<file path="src/rtl/alarm_sequencer.sv">
// rtl/alarm_sequencer.sv - alarm clock controller: 24 h timekeeping, alarm setting, ring and snooze sequencing
// Define BUZZER_PULSE_EN for a 1 s on / 1 s off buzzer while ringing; default is a steady buzzer.
module alarm_sequencer #(
  parameter int SNOOZE_MIN   = 5,
  parameter int RING_MAX_SEC = 60,
  parameter int ALARM_RST_HR = 7
) (
  input  logic       clk,
  input  logic       rst,
  input  logic       tick_in,
  input  logic [1:0] mode,
  input  logic       inc_hr,
  input  logic       inc_min,
  input  logic       alarm_en,
  input  logic       snooze,
  input  logic       stop,
  output logic [4:0] hours,
  output logic [5:0] minutes,
  output logic [5:0] seconds,
  output logic [4:0] al_hours,
  output logic [5:0] al_minutes,
  output logic       buzzer,
  output logic [2:0] state
);

  localparam logic [2:0] RUN       = 3'd0;
  localparam logic [2:0] SET_TIME  = 3'd1;
  localparam logic [2:0] SET_ALARM = 3'd2;
  localparam logic [2:0] RINGING   = 3'd3;
  localparam logic [2:0] SNOOZE    = 3'd4;

  localparam logic [11:0] SNZ_LOAD  = 12'(SNOOZE_MIN * 60);
  localparam logic [7:0]  RING_LAST = 8'(RING_MAX_SEC - 1);
  localparam logic [4:0]  AL_RST    = 5'(ALARM_RST_HR);

  logic        tick_q;
  logic        step;
  logic [11:0] snz_cnt;
  logic [7:0]  ring_cnt;
  logic [4:0]  hr_nxt;
  logic [5:0]  min_nxt;
  logic [5:0]  sec_nxt;
  logic        hit;
  logic [2:0]  mode_state;

  assign step = tick_in & ~tick_q;

  // Time-of-day one second ahead, with full carry chain
  always_comb begin
    sec_nxt = seconds + 6'd1;
    min_nxt = minutes;
    hr_nxt  = hours;
    if (seconds == 6'd59) begin
      sec_nxt = 6'd0;
      if (minutes == 6'd59) begin
        min_nxt = 6'd0;
        hr_nxt  = (hours == 5'd23) ? 5'd0 : hours + 5'd1;
      end else begin
        min_nxt = minutes + 6'd1;
      end
    end
  end

  assign hit = alarm_en && (hr_nxt == al_hours) && (min_nxt == al_minutes) && (sec_nxt == 6'd0);

  always_comb begin
    mode_state = RUN;
    if (mode == 2'b01)      mode_state = SET_TIME;
    else if (mode == 2'b10) mode_state = SET_ALARM;
  end

  always_ff @(posedge clk or negedge rst) begin
    if (!rst) begin
      tick_q     <= 1'b0;
      hours      <= 5'd0;
      minutes    <= 6'd0;
      seconds    <= 6'd0;
      al_hours   <= AL_RST;
      al_minutes <= 6'd0;
      buzzer     <= 1'b0;
      state      <= RUN;
      snz_cnt    <= 12'd0;
      ring_cnt   <= 8'd0;
    end else begin
      tick_q <= tick_in;
      if (step && state != SET_TIME) begin
        hours   <= hr_nxt;
        minutes <= min_nxt;
        seconds <= sec_nxt;
      end
      case (state)
        RUN, SET_TIME, SET_ALARM: begin
          if (state == SET_TIME) begin
            seconds <= 6'd0;
            if (inc_min) minutes <= (minutes == 6'd59) ? 6'd0 : minutes + 6'd1;
            if (inc_hr)  hours   <= (hours == 5'd23) ? 5'd0 : hours + 5'd1;
          end
          if (state == SET_ALARM) begin
            if (inc_min) al_minutes <= (al_minutes == 6'd59) ? 6'd0 : al_minutes + 6'd1;
            if (inc_hr)  al_hours   <= (al_hours == 5'd23) ? 5'd0 : al_hours + 5'd1;
          end
          // Alarm matching is only live in RUN so editing never fires it
          if (state == RUN && step && hit) begin
            state    <= RINGING;
            ring_cnt <= 8'd0;
            buzzer   <= 1'b1;
          end else begin
            state <= mode_state;
          end
        end
        RINGING: begin
          if (!alarm_en || stop) begin
            state  <= RUN;
            buzzer <= 1'b0;
          end else if (snooze) begin
            state   <= SNOOZE;
            snz_cnt <= SNZ_LOAD;
            buzzer  <= 1'b0;
          end else if (step) begin
            ring_cnt <= ring_cnt + 8'd1;
            if (ring_cnt == RING_LAST) begin
              state  <= RUN;
              buzzer <= 1'b0;
            end else begin
`ifdef BUZZER_PULSE_EN
              buzzer <= ~buzzer;
`else
              buzzer <= 1'b1;
`endif
            end
          end
        end
        SNOOZE: begin
          buzzer <= 1'b0;
          if (!alarm_en || stop) begin
            state   <= RUN;
            snz_cnt <= 12'd0;
          end else if (step) begin
            if (snz_cnt <= 12'd1) begin
              state    <= RINGING;
              snz_cnt  <= 12'd0;
              ring_cnt <= 8'd0;
              buzzer   <= 1'b1;
            end else begin
              snz_cnt <= snz_cnt - 12'd1;
            end
          end
        end
        default: begin
          state  <= RUN;
          buzzer <= 1'b0;
        end
      endcase
    end
  end

endmodule

</file>
<file path="config.mk">
export PLATFORM = sky130hd
export DESIGN_NAME = alarm_sequencer
export DESIGN_NICKNAME = d
export VERILOG_FILES = /design/src/rtl/alarm_sequencer.sv
export SDC_FILE = /design/constraint.sdc
export NUM_CORES = 1
export LEC_CHECK = 0
export ABC_AREA = 1
export ABC_CLOCK_PERIOD_IN_PS = 2100
export BUFFER_PORTS_ARGS = -buffer_cell sky130_fd_sc_hd__clkbuf_2
export CELL_PAD_IN_SITES_DETAIL_PLACEMENT = 1
export CELL_PAD_IN_SITES_GLOBAL_PLACEMENT = 2
export CORE_MARGIN = 2
export CORE_UTILIZATION = 30
export DETAILED_ROUTE_END_ITERATION = 10
export HOLD_SLACK_MARGIN = 0.12
export PLACE_DENSITY = 0.84
export SYNTH_ARGS = -nofsm -noshare
export SYNTH_HDL_FRONTEND = slang
export SYNTH_SLANG_ARGS = --single-unit
</file>
<file path="constraint.sdc">
create_clock -name clk -period 2.1 [get_ports clk]
set_input_delay 0.21 -clock clk [delete_from_list [all_inputs] [get_ports clk]]
set_output_delay 0.21 -clock clk [all_outputs]
set_load 0.01 [all_outputs]
</file>
==> results of run 1 <==
==> final cells by class <==
cell class	count	area share
multi-input cells	377	0.4447
flip-flops and latches	53	0.2527
clock buffers	8	0.02773
well taps	168	0.03982
repair buffers	123	0.1692
inverters	92	0.06589
==> timing repair <==
item,in CTS,in global routing
pin swaps,15,37
endpoints found under the hold margin,18,0
setup buffers,4,2
resized for setup,30,60
hold buffers,2,0
gates cloned,2,0
endpoints found under the setup margin,11,17
==> cell usage in the layout (no fill, tap or decap), types with 3 or more instances in the layout <==
| cell type | synthesis | final |
|---|---|---|
| nor2_1 | 57 | 49 |
| nor3_1 | 10 | 9 |
| o21ai_0 | 16 | 13 |
| buf_6 | 3 | 4 |
| o221ai_1 | 3 | 3 |
| nand2_2 | 8 | 17 |
| nand2_4 | 1 | 10 |
| nor4_1 | 5 | 5 |
| xor2_1 | 11 | 11 |
| dfrtp_2 | 0 | 3 |
| a211oi_1 | 5 | 4 |
| dfrtp_1 | 50 | 47 |
| o22ai_1 | 7 | 7 |
| ha_1 | 9 | 6 |
| nor3_2 | 2 | 3 |
| nor2_4 | 4 | 10 |
| nand3_2 | 5 | 17 |
| a22oi_1 | 5 | 5 |
| o21ai_2 | 2 | 4 |
| nand3_4 | 0 | 4 |
| clkbuf_2 | 0 | 41 |
| a21oi_1 | 17 | 15 |
| clkbuf_16 | 0 | 5 |
| nand2_1 | 119 | 101 |
| inv_1 | 85 | 83 |
| nand4_1 | 15 | 15 |
| a31oi_1 | 3 | 3 |
| nor2_2 | 5 | 7 |
| buf_4 | 0 | 72 |
| inv_2 | 7 | 8 |
| dfstp_2 | 3 | 3 |
| nand3_1 | 49 | 33 |
==> metal layers <==
layer,vias to the layer above,global-route usage
met5,-,0
met4,0,0.06506
met3,14,0.03190
met2,51,0.3700
met1,1990,0.2428
li1,1982,-
==> registers in the layout (all words and copies together) (netlist names) <==
register    flops
tick_q          1
buzzer          1
snz_cnt        12
minutes         6
ring_cnt        8
seconds         6
al_minutes      6
hours           5
state           3
al_hours        5
==> worst max-delay path, stage by stage (launching register included) <==
cell	delay (ns)
dfrtp_2	0.39
ha_4	0.18
nand3_4	0.08
nor2_4	0.23
buf_6	0.20
nand2_4	0.07
nand3_2	0.09
nand2_2	0.08
nor2_4	0.11
nand3_2	0.10
nor2_4	0.13
nand2_4	0.10
nand2_8	0.11
buf_4	0.15
nand2_4	0.05
nand2_2	0.06
o21ai_2	0.05
==> power by group <==
| group | internal [uW] | switching [uW] | total, uW |
|---|---|---|---|
| combinational | 1150 | 1610 | 2760 |
| sequential | 1300 | 309 | 1610 |
| clock | 478 | 410 | 889 |
| total | 2930 | 2330 | 5260 |
==> kinds of logic after synthesis <==
family,synth area share
AND/OR/NAND/NOR,0.3517
buffers and inverters,0.1041
AO/OA/AOI/OAI,0.1263
flip-flops,0.3571
XOR/XNOR,0.03057
adder cells (fa/ha/maj),0.03023
==> worst min path at each step <==
stage / startpoint / to / slack (ns) / cells past startpoint
after floorplan: rst / al_hours[3] / -0.09 / 0
after global placement: rst / minutes[5] / 0.24 / 1
after detailed placement: rst / minutes[5] / 0.27 / 1
after CTS: snooze / state[2] / 0.17 / 3
after global routing: snooze / state[2] / 0.18 / 3
final: snooze / state[2] / 0.17 / 3
==> per-stage QoR <==
| stage | setup TNS (ns) | hold slack, ns | cells | setup slack [ns] | instance area, sq um |
|---|---|---|---|---|---|
| 2_1_floorplan | 0 | -0.08559 | 526 | 0.005636 | 3731 |
| 3_3_place_gp | -1.923 | 0.2409 | 803 | -0.2228 | 4664 |
| 3_5_place_dp | -2.770 | 0.2675 | 803 | -0.3408 | 4664 |
| 4_1_cts | -1.407 | 0.1672 | 819 | -0.1628 | 5024 |
| 5_1_grt | -3.549 | 0.1778 | 821 | -0.3514 | 5279 |
| 6_report | -1.463 | 0.1732 | 821 | -0.1990 | 5279 |
==> out/metrics.yaml, run 1 <==
status:
  outcome: "finished, violations left"
  violations: "negative setup slack"
synth:
  seq_area_frac_synth: 0.3571
  syn_inst: 526
  yosysWarnings: 0
  synth_edf_count: 0
  netlist_top_cells_count: "119 x nand2_1, 85 x inv_1, 57 x nor2_1, 50 x dfrtp_1, 49 x nand3_1"
  synthFlopType: "dfrtp_1"
  synth_nets: 545
  synth.top_cells.by_area: "dfrtp_1 34%, nand2_1 12%, inv_1 8.6%, nand3_1 6.6%, nor2_1 5.7%"
  synth.avg_cell_area_sq_um: 7.081
  synth_top_area_frac: 0.3359
  yosysUniqueCellTypes: 42
  synth_top_area_cell: "dfrtp_1"
  ys_seq_elements: 53
  synth_area_sq_um: 3725
  synth_most_common_cell: "nand2_1"
  async_flop_share: 1.000
routing:
  vias: 4037
  route.met3.wl_um: 289
  wl_met1_um: 5575
  viasPerCell: 4.917
  top_layer_used: "met4"
  drc: 0
  drt-initial-drc-count: 167
  detail_route.wl_per_cell_um: 15.76
  met2_length_um: 6829
  ant_nets: 0
  firstDrtPassIters: 4
  drt_wl_total_um: 12940
sta:
  setup_ws_ns: -0.1990
  post-route-period-util: 1.095
  timing.fmax_mhz: 435.0
  rsz0062_at_grt: "yes"
  setup_viol: 11
  skew_ns: 0.004664
  post-route-min-period_ns: 2.299
  tightest_slew_ns: 1.055
  hold_viol: 0
  slew_headroom: 0.2966
  slew_violations: 0
critical_path:
  timing.rr.start: "seconds[0]"
  reg2reg_to: "buzzer"
  cp-end-kind: "flop"
  crit_arrival_ns: 2.49
  startpoint: "seconds[0]"
  cp_data_required_time_ns: 2.29
  crit_path_max_fanout: 7
  crit_path_end: "buzzer"
  worst_r2r_path_depth: 16
  regToRegSetupSlack_ns: -0.20
  startpoint_type: "flop"
  critical_path_class: "flop to flop"
global_route:
  grt_max_degree: 34
  grt_pass1_wl_um: 21330
  gr-total-overflow: 0
  grt_pass1_vias: 4347
  grt_usage: 0.2026
  antenna_found_initial: 0
pwr:
  total_power_uw: 5257
  pwr_density_cell_nw_per_um2: 995.8
  power_leakage_uw: 0.002608
  max-vdd-ir-drop_mv: 0.3635
cts:
  clkTransAtPathRegs_ns: 0.07
  clk_latency_ns: 0.31
  cts_tree: "built"
  h-tree-depth: 2
  clockBufferDepth: 2
  cts_sinks: 53
  root_buffer: "clkbuf_16"
  cts_made_buffers: 5
flow_run:
  maxCapViolCount: 0
cells_and_area:
  multi_input_area_sq_um: 2347
  syn_to_final_growth_pct: 41.72
  register_area_sq_um: 1334
  final_core_util: 0.4377
  fillers: 1508
  drive_gt1_frac: 0.3446
  nNetsFinal: 671
  diodes: 0
floorplanning:
  core_area_sq_um: 12060
  initial_core_util: 0.3088
  fp.dieArea_sq_um: 13320
  io_pins: 42
  die_h_um: 115.4
  rows: 40
  fp.dieW_um: 115.4
place:
  place.gp.congestion: 0.8732
  portBuffers: 41
  hpwl_um: 9809
worst_hold_path:
  hp-class: "input port to flop"
Power figures use the tool's default switching activity.
==> inputs of run 2 (changes only) <==
ABC_CLOCK_PERIOD_IN_PS = 2700   (was 2100)
CORE_UTILIZATION = 36   (was 30)
PLACE_DENSITY = 0.94   (was 0.84)
clock period = 2.7 ns   (was 2.1 ns; I/O delays follow)
==> run 2 against run 1 <==
  * The flow now finishes without violations
  * Fmax shrank 4.7%
  * Routed wire length shrank 15%
  * Setup slack gained 0.49 ns
  * Die area shrank 16%
==> out/metrics.yaml, run 2 (same netlist as run 1, synthesis figures left out) <==
sta:
  tightest_slew_ns: 0.8647  # was 1.055 ns
  rsz0062_at_grt: "no"  # was yes
  post-route-min-period_ns: 2.412  # was 2.299 ns
  slew_violations: 0  # unchanged
  setup_viol: 0  # was 11
  hold_viol: 0  # unchanged
  slew_headroom: 0.4236  # was 0.2966
  setup_tns_ns: 0  # was -1.463 ns
  post-route-period-util: 0.8933  # was 1.095
  whs_ns: 0.2277  # was 0.1732 ns
  timing.fmax_mhz: 414.6  # was 435.0 MHz
  skew_ns: 0.01482  # was 0.004664 ns
floorplanning:
  core_area_sq_um: 10180  # was 12060 sq um
  initial_core_util: 0.3657  # was 0.3088
  die_h_um: 105.7  # was 115.4 um
  rows: 37  # was 40
  io_pins: 42  # unchanged
  fp.dieArea_sq_um: 11180  # was 13320 sq um
  fp.dieW_um: 105.7  # was 115.4 um
place:
  hpwl_um: 8758  # was 9809 um
  place.gp.congestion: 0.8709  # was 0.8732
  portBuffers: 41  # unchanged
global_route:
  grt_max_degree: 32  # was 34
  grt_pass1_wl_um: 18990  # was 21330 um
  grt_usage: 0.2098  # was 0.2026
  gr-total-overflow: 0  # unchanged
  antenna_found_initial: 0  # unchanged
  grt_pass1_vias: 3984  # was 4347
status:
  outcome: "finished clean"  # was finished, violations left
critical_path:
  crit_path_frequent_cell: "nand3_2"
  startpoint_type: "flop"  # unchanged
  worstPathCellList: "ha_1 > nand3_2 > nor2_4 > buf_4 > nand3_2 > nand3_2 > nand2_1 > nor2_1 > nand3_1 > nor2_2 > nand2_2 > nand2_4 > nand2_1 > o21ai_1 > inv_1"  # was ha_4 > nand3_4 > nor2_4 > buf_6 > nand2_4 > nand3_2 > nand2_2 > nor2_4 > nand3_2 > nor2_4 > nand2_4 > nand2_8 > buf_4 > nand2_4 > nand2_2 > o21ai_2
  cp_top_family: "simple AND/OR/NAND/NOR gates"  # unchanged
  path_buf_inv: 2  # unchanged
  slowest_delay_ns: 0.37  # was 0.39 ns
  cp-end-kind: "flop"  # unchanged
  crit_arrival_ns: 2.63  # was 2.49 ns
  regToRegSetupSlack_ns: 0.29  # was -0.20 ns
  cp_slowest_cell: "dfrtp_1"  # was dfrtp_2
  crit_path_max_fanout: 12  # was 7
  cp_data_required_time_ns: 2.92  # was 2.29 ns
  critical_path_class: "flop to flop"  # unchanged
cts:
  root_buffer: "clkbuf_8"  # was clkbuf_16
  cts_tree: "built"  # unchanged
  cts_made_buffers: 5  # unchanged
  cts_sinks: 53  # unchanged
  h-tree-depth: 2  # unchanged
  clk_latency_ns: 0.33  # was 0.31 ns
  clockBufferDepth: 2  # unchanged
  clkTransAtPathRegs_ns: 0.10  # was 0.07 ns
pwr:
  power_leakage_uw: 0.002161  # was 0.002608 uW
  pwr_density_cell_nw_per_um2: 790.1  # was 995.8 nW/um^2
  combPwrFrac: 0.440  # was 0.525
  p_seq_frac: 0.386  # was 0.306
  swShare: 0.4539  # was 0.4427
  p_clk_frac: 0.174  # was 0.169
  p_switching_uw: 1546  # was 2327 uW
  p_int_uw: 1860  # was 2929 uW
  max-vdd-ir-drop_mv: 0.3114  # was 0.3635 mV
cells_and_area:
  largest_reg_flops: 12  # unchanged
  syn_to_final_growth_pct: 15.75  # was 41.72%
  final_common_cell: "nand2_1"  # unchanged
  regMostFlops: "snz_cnt"  # unchanged
  mostFrequentLayoutCells: "119 x nand2_1, 85 x inv_1, 57 x nor2_1"  # was 101 x nand2_1, 83 x inv_1, 72 x buf_4
  diodes: 0  # unchanged
  nNetsFinal: 603  # was 671
  reg_top3: "snz_cnt x12, ring_cnt x8"  # unchanged
  drive_gt1_frac: 0.1761  # was 0.3446
flow_run:
  maxCapViolCount: 0  # unchanged
routing:
  drt_wl_total_um: 11040  # was 12940 um
  ant_nets: 0  # unchanged
  drc: 0  # unchanged
  viasPerCell: 5.173  # was 4.917
  firstDrtPassIters: 4  # unchanged
  detail_route.wl_per_cell_um: 15.31  # was 15.76 um
  drt-initial-drc-count: 114  # was 167
  vias: 3730  # was 4037
worst_hold_path:
  hp-class: "input port to flop"  # unchanged
==> run 2: path summary, 6_finish.rpt <==
path,from,endpoint,cells past startpoint
min reg2reg,buzzer,buzzer,2
max,seconds[0],ring_cnt[0],15
min,snooze,state[2],3
min in group asynchronous,rst,minutes[3],2
max reg2reg,seconds[0],ring_cnt[0],15
max in group asynchronous,rst,al_hours[1],3
==> run 2: final cells by class <==
type	instances	area, sq um
Clock inverter	2	37.54
Fill cell	1323	5873
Timing Repair Buffer	56	322.8
Multi-Input combinational cell	376	2021
Clock buffer	6	82.58
Inverter	92	345.3
Tap cell	136	170.2
Sequential cell	53	1333
==> run 2: layer usage <==
metal,track usage,vias up,wire [um]
met3,0.02659,21,259
met2,0.3710,59,5560
met5,0,-,0
met4,0.08271,0,284
met1,0.2586,1797,4932
li1,-,1853,-
==> run 2: stage by stage <==
step	worst slack [ns]	power [uW]	utilization	area, sq um	instances
CTS	0.07538	3434	0.4188	4265	717
floorplan	0.5372	2257	-	3725	526
detailed placement	0.09688	2819	0.4050	4125	707
global placement	0.2408	2750	0.4050	4125	707
global route	0.004061	3694	0.4233	4312	721
finish	0.2882	3406	0.4233	4312	721
==> run 2: power by group through the flow <==
stage / Clock [uW] / Sequential (uW) / Combinational (uW)
after CTS: 622 / 1310 / 1500
final: 593 / 1310 / 1500
after global placement: 0 / 1310 / 1440
after detailed placement: 0 / 1330 / 1490
after floorplan: 0 / 1310 / 949
after global routing: 635 / 1360 / 1700
==> run 2: what timing repair did <==
| action | in CTS | in global routing |
|---|---|---|
| setup endpoints to repair | 0 | 10 |
| buffers inserted | 0 | 4 |
| hold endpoints to repair | 29 | 0 |
| resized for setup | 0 | 5 |
| hold buffers | 2 | 0 |
==> run 2: worst reg2reg max path, stage by stage (launching register included) <==
cell     delay [ns]
dfrtp_1        0.37
ha_1           0.23
nand3_2        0.12
nor2_4         0.27
buf_4          0.19
nand3_2        0.08
nand3_2        0.10
nand2_1        0.06
nor2_1         0.12
nand3_1        0.10
nor2_2         0.10
nand2_2        0.10
nand2_4        0.14
nand2_1        0.12
o21ai_1        0.15
inv_1          0.06
